--- config.mk ---
export PLATFORM = sky130hd
export DESIGN_NAME = fir_tap_window
export DESIGN_NICKNAME = d
export VERILOG_FILES = /design/src/rtl/fir_tap_window.sv
export SDC_FILE = /design/constraint.sdc
export NUM_CORES = 1
export LEC_CHECK = 0
export ABC_CLOCK_PERIOD_IN_PS = 1500
export BUFFER_PORTS_ARGS = -buffer_cell sky130_fd_sc_hd__buf_2
export CAP_MARGIN = 5
export CORE_MARGIN = 2
export CORE_UTILIZATION = 50
export CTS_BUF_LIST = sky130_fd_sc_hd__clkbuf_4 sky130_fd_sc_hd__clkbuf_8 sky130_fd_sc_hd__clkbuf_16
export DETAILED_ROUTE_END_ITERATION = 6
export PLACE_DENSITY_LB_ADDON = 0.12
export RECOVER_POWER = 25
export SYNTH_ARGS = -nofsm -noshare
export SYNTH_HDL_FRONTEND = slang
export SYNTH_SLANG_ARGS = --single-unit
--- constraint.sdc ---
create_clock -name clk -period 1.5 [get_ports clk]
set_input_delay 0.15 -clock clk [delete_from_list [all_inputs] [get_ports clk]]
set_output_delay 0.15 -clock clk [all_outputs]
set_load 0.1 [all_outputs]
--- src/rtl/fir_tap_window.sv ---
// Serial-to-parallel sample window feeding the FIR stage, with optional decimation.
// Optional zero-prefill start-up windows: define FIR_TAP_WINDOW_ZERO_PREFILL_EN.
module fir_tap_window #(
   parameter int unsigned TAPS  = 8,
   parameter int unsigned DW    = 8,
   parameter int unsigned DECIM = 1
) (
   input  logic          clk,
   input  logic          rst,
   input  logic          flush,
   input  logic          s_valid,
   output logic          s_ready,
   input  logic [DW-1:0] s_data,
   output logic          win_valid,
   input  logic          win_ready,
   output logic [DW-1:0] win_data [TAPS],
   output logic          primed
);

   localparam int unsigned CW = $clog2(TAPS + 1);
   localparam int unsigned PW = (DECIM > 1) ? $clog2(DECIM) : 1;
   localparam logic [CW-1:0] FILL_FULL = CW'(TAPS);
   localparam logic [CW-1:0] FILL_LAST = CW'(TAPS - 1);
   localparam logic [PW-1:0] PHASE_MAX = PW'(DECIM - 1);

   logic [CW-1:0] fill;
   logic [CW-1:0] fill_nxt;
   logic [PW-1:0] phase;
   logic [PW-1:0] phase_nxt;
   logic          accept;
   logic          advance;
   logic          emit;

   // Consumer-side stall: no new sample while an unconsumed window is held.
   assign s_ready = !rst && !flush && (!win_valid || win_ready);

   // Fill/phase bookkeeping; the phase only runs once emission is possible.
   always_comb begin
      accept   = s_valid && s_ready;
      fill_nxt = fill;
      if (accept && (fill != FILL_FULL)) begin
         fill_nxt = fill + CW'(1);
      end
`ifdef FIR_TAP_WINDOW_ZERO_PREFILL_EN
      advance = accept;
`else
      advance = accept && (fill >= FILL_LAST);
`endif
      emit      = advance && (phase == '0);
      phase_nxt = phase;
      if (advance) begin
         phase_nxt = (phase == PHASE_MAX) ? '0 : phase + PW'(1);
      end
   end

   // Window shift register, counters and output strobes; flush clears like reset.
   always_ff @(posedge clk) begin
      if (rst || flush) begin
         for (int k = 0; k < int'(TAPS); k++) begin
            win_data[k] <= '0;
         end
         fill      <= '0;
         phase     <= '0;
         primed    <= 1'b0;
         win_valid <= 1'b0;
      end else begin
         if (accept) begin
            for (int k = int'(TAPS) - 1; k > 0; k--) begin
               win_data[k] <= win_data[k-1];
            end
            win_data[0] <= s_data;
         end
         fill   <= fill_nxt;
         phase  <= phase_nxt;
         primed <= (fill_nxt == FILL_FULL);
         if (emit) begin
            win_valid <= 1'b1;
         end else if (win_ready) begin
            win_valid <= 1'b0;
         end
      end
   end

endmodule
==> results.py <==
metrics = {
    "sta": {
        "fin_hold_ws_ps": 19.62,
        "fin_setup_tns_ps": 0,
        "fmax_mhz": 702.3,
        "setup_violations": 0,
        "worst_pin_slew_ps": 539.8,
        "skew_ps": 7.952,
        "finalHoldViolCount": 0,
        "fin_crit_sh_pct": 94.92,
        "rsz0062_at_grt": "false",
        "drv_slew": 0,
        "period_needed_ps": 1424,
        "slew_headroom_pct": 64.17,
    },
    "worst_setup_path": {
        "critPathLaunch": "fill[0]",
        "worstSetupEndpoint": "primed",
        "worst-path-stages": 6,
        "path_buf_inv": 1,
        "cp-end-kind": "register",
        "cp-start-kind": "register",
        "crit_fanout": 4,
        "reg2reg_depth": 6,
        "slowest_stage": "dfxtp_2",
        "rr_endpoint": "primed",
        "cpLargestDelayFamily": "simple AND/OR/NAND/NOR gates",
        "r2r_slack_ps": 80,
        "cp.required_ps": 1750,
        "slowest_delay_ps": 330,
        "rr_startpoint": "fill[0]",
        "worstPathArrival_ps": 1670,
        "worst-setup-path-type": "reg -> reg",
        "crit_chain": "inv_1 -> ha_1 -> nand2_1 -> o2111ai_4 -> mux2i_1 -> nor4b_2",
    },
    "floorplanning": {
        "ios": 80,
        "start_util_pct": 52.70,
        "core_area_um2": 4817,
        "die_height_um": 75.26,
        "die_w_um": 75.26,
        "die_area_um2": 5663,
        "fp-row-count": 25,
    },
    "run_status": {
        "outcome": "completed",
    },
    "clocking": {
        "cts_tree": "yes",
        "path_clk_slew_ps": 70,
        "clk_latency_ps": 330,
        "cts_buffers": 9,
        "cts_root_buf": "clkbuf_8",
        "clock_path_buffers": 2,
        "cts_setup_buffers": 0,
        "cts.sinks": 70,
        "cts_max_level": 3,
    },
    "power_and_ir_drop": {
        "max-vdd-ir-drop_mv": 0.6462,
        "p_sw_mw": 0.8614,
        "p_int_mw": 2.659,
        "switching_share_pct": 24.47,
        "p_comb_share_pct": 7.2,
        "seq_power_share_pct": 53.4,
        "powerDensity_nw_per_um2": 1073,
        "leakagePower_nw": 1.767,
        "clockPowerShare_pct": 39.4,
    },
    "synth": {
        "netlist_top_cells_count": "nand2_1 (130), dfxtp_1 (70), nand3_1 (64), buf_2 (14), nor2_1 (9)",
        "synth_edf_count": 0,
        "syn_nets": 331,
        "synth_seq_cells": 70,
        "synth_top_cell_by_area": "dfxtp_1",
        "yosysWarnings": 0,
        "ys_seq_area_share_pct": 55.20,
        "dominantRegCellSynth": "dfxtp_1",
        "synth.distinct_cells": 23,
        "netlist_area_um2": 2539,
        "yosysTopAreaCellShare_pct": 55.20,
        "synth_most_common_cell": "nand2_1",
        "ys_async_sr_fraction_pct": 0,
        "synth.area.top_cells": "dfxtp_1 (55%), nand2_1 (19%), nand3_1 (13%), buf_2 (2.8%), nor2_1 (1.3%)",
        "synth.avg_cell_area_um2": 8.034,
        "syn_inst": 316,
    },
    "finish": {
        "regArea_um2": 1403,
        "nets": 413,
        "final_cells": 470,
        "diodes": 0,
        "multi_input_area_um2": 1059,
        "syn_to_final_growth_pct": 29.18,
        "fillerInstances": 445,
        "drive_above_1_share_pct": 27.30,
    },
    "detailed_routing": {
        "ant_nets": 0,
        "drcViolationCount": 0,
        "wl_per_cell_um": 11.77,
        "vias": 2305,
        "vias_per_cell": 4.904,
        "firstDrtPassIters": 7,
        "wl_mm": 5.530,
        "drt_iter0_markers": 113,
    },
    "global_route": {
        "track_usage_pct": 20.56,
        "grt_max_degree": 65,
        "grt_pass1_vias": 2001,
        "grt_antenna_before_repair": 0,
        "grt_pass1_wl_mm": 8.666,
        "grt_overflow": 0,
    },
    "placed_design": {
        "gp_congestion": 0.7683,
        "hpwl_mm": 3.605,
        "io_buffers": 79,
        "placed_cells": 447,
    },
    "run": {
        "drv_cap": 0,
    },
    "worst_hold_path": {
        "hold_path.class": "in -> reg",
    },
}
[state kept, by name, summed over array words and instances (netlist names)]
| name | flops |
|---|---|
| fill | 4 |
| primed | 1 |
| win_valid | 1 |
| win_data | 64 |
[worst reg2reg max path, cell delays in order (launching register included)]
cell	delay, ps
dfxtp_2	330
inv_1	100
ha_1	180
nand2_1	100
o2111ai_4	250
mux2i_1	130
nor4b_2	260
[power groups by stage]
stage	Sequential (mW)	Combinational (mW)	Clock, mW
finish	1.88	0.254	1.39
global route	1.88	0.271	1.50
CTS	1.88	0.256	1.43
detailed placement	1.92	0.241	0
global placement	1.92	0.241	0
floorplan	2.00	0.0999	0
[area by class of cell]
| type | instances | area share, % |
|---|---|---|
| inverters | 2 | 0.2289 |
| flip-flops and latches | 70 | 42.77 |
| well taps | 67 | 2.556 |
| clock buffers | 13 | 5.074 |
| clock inverters | 3 | 0.5723 |
| repair buffers | 92 | 16.52 |
| multi-input cells | 223 | 32.28 |
[how the worst min path moves through the flow]
stage,from,endpoint,depth (start not counted)
2_1_floorplan,s_data[0],win_data[56],2
3_3_place_gp,s_data[3],win_data[59],3
3_5_place_dp,s_data[2],win_data[58],3
4_1_cts,s_data[5],win_data[61],3
5_1_grt,s_data[5],win_data[61],3
6_report,s_data[5],win_data[61],3
[what timing repair did]
| action | 4_1_cts | 5_1_grt |
|---|---|---|
| hold buffers | 7 | 0 |
| gates resized for setup | 0 | 3 |
| hold endpoints to repair | 7 | 0 |
| endpoints found under the setup margin | 0 | 1 |
[kinds of logic after synthesis]
| logic type | share of synthesized area (%) |
|---|---|
| AO/OA/AOI/OAI | 1.281 |
| multiplexers | 1.183 |
| XOR/XNOR | 0.6901 |
| buffers and inverters | 4.387 |
| AND/OR/NAND/NOR | 36.27 |
| flip-flops | 55.20 |
| adder cells (fa/ha/maj) | 0.9855 |
[cells in the final DEF, fill, tap and decap left out, types with 2 or more instances in the layout]
master / count
a21oi_1: 2
buf_12: 2
buf_2: 77
buf_4: 4
clkbuf_4: 2
clkbuf_8: 11
clkinv_2: 2
dfxtp_1: 69
dlygate4sd3_1: 7
ha_1: 2
inv_1: 2
mux2i_1: 3
nand2_1: 130
nand3_1: 64
nor2_1: 7
nor2_4: 2
xnor2_1: 2
[metrics by stage]
stage	area (µm²)	power, mW	worst slack [ps]	util (%)
floorplan	2550	2.099	71.16	-
global placement	3019	2.159	132.5	62.68
detailed placement	3019	2.160	26.08	62.68
CTS	3274	3.558	12.39	67.97
global route	3279	3.649	8.448	68.08
finish	3279	3.520	76.17	68.08
[routing by layer]
layer / vias to the layer above / track usage, % / part of all wire (%)
met4: 0 / 10.53 / 1.3
met5: - / 0 / 0
met2: 61 / 31.48 / 46
met1: 1055 / 25.63 / 46
li1: 1183 / - / -
met3: 6 / 7.363 / 6.0
(Power assumes the default switching activity.)
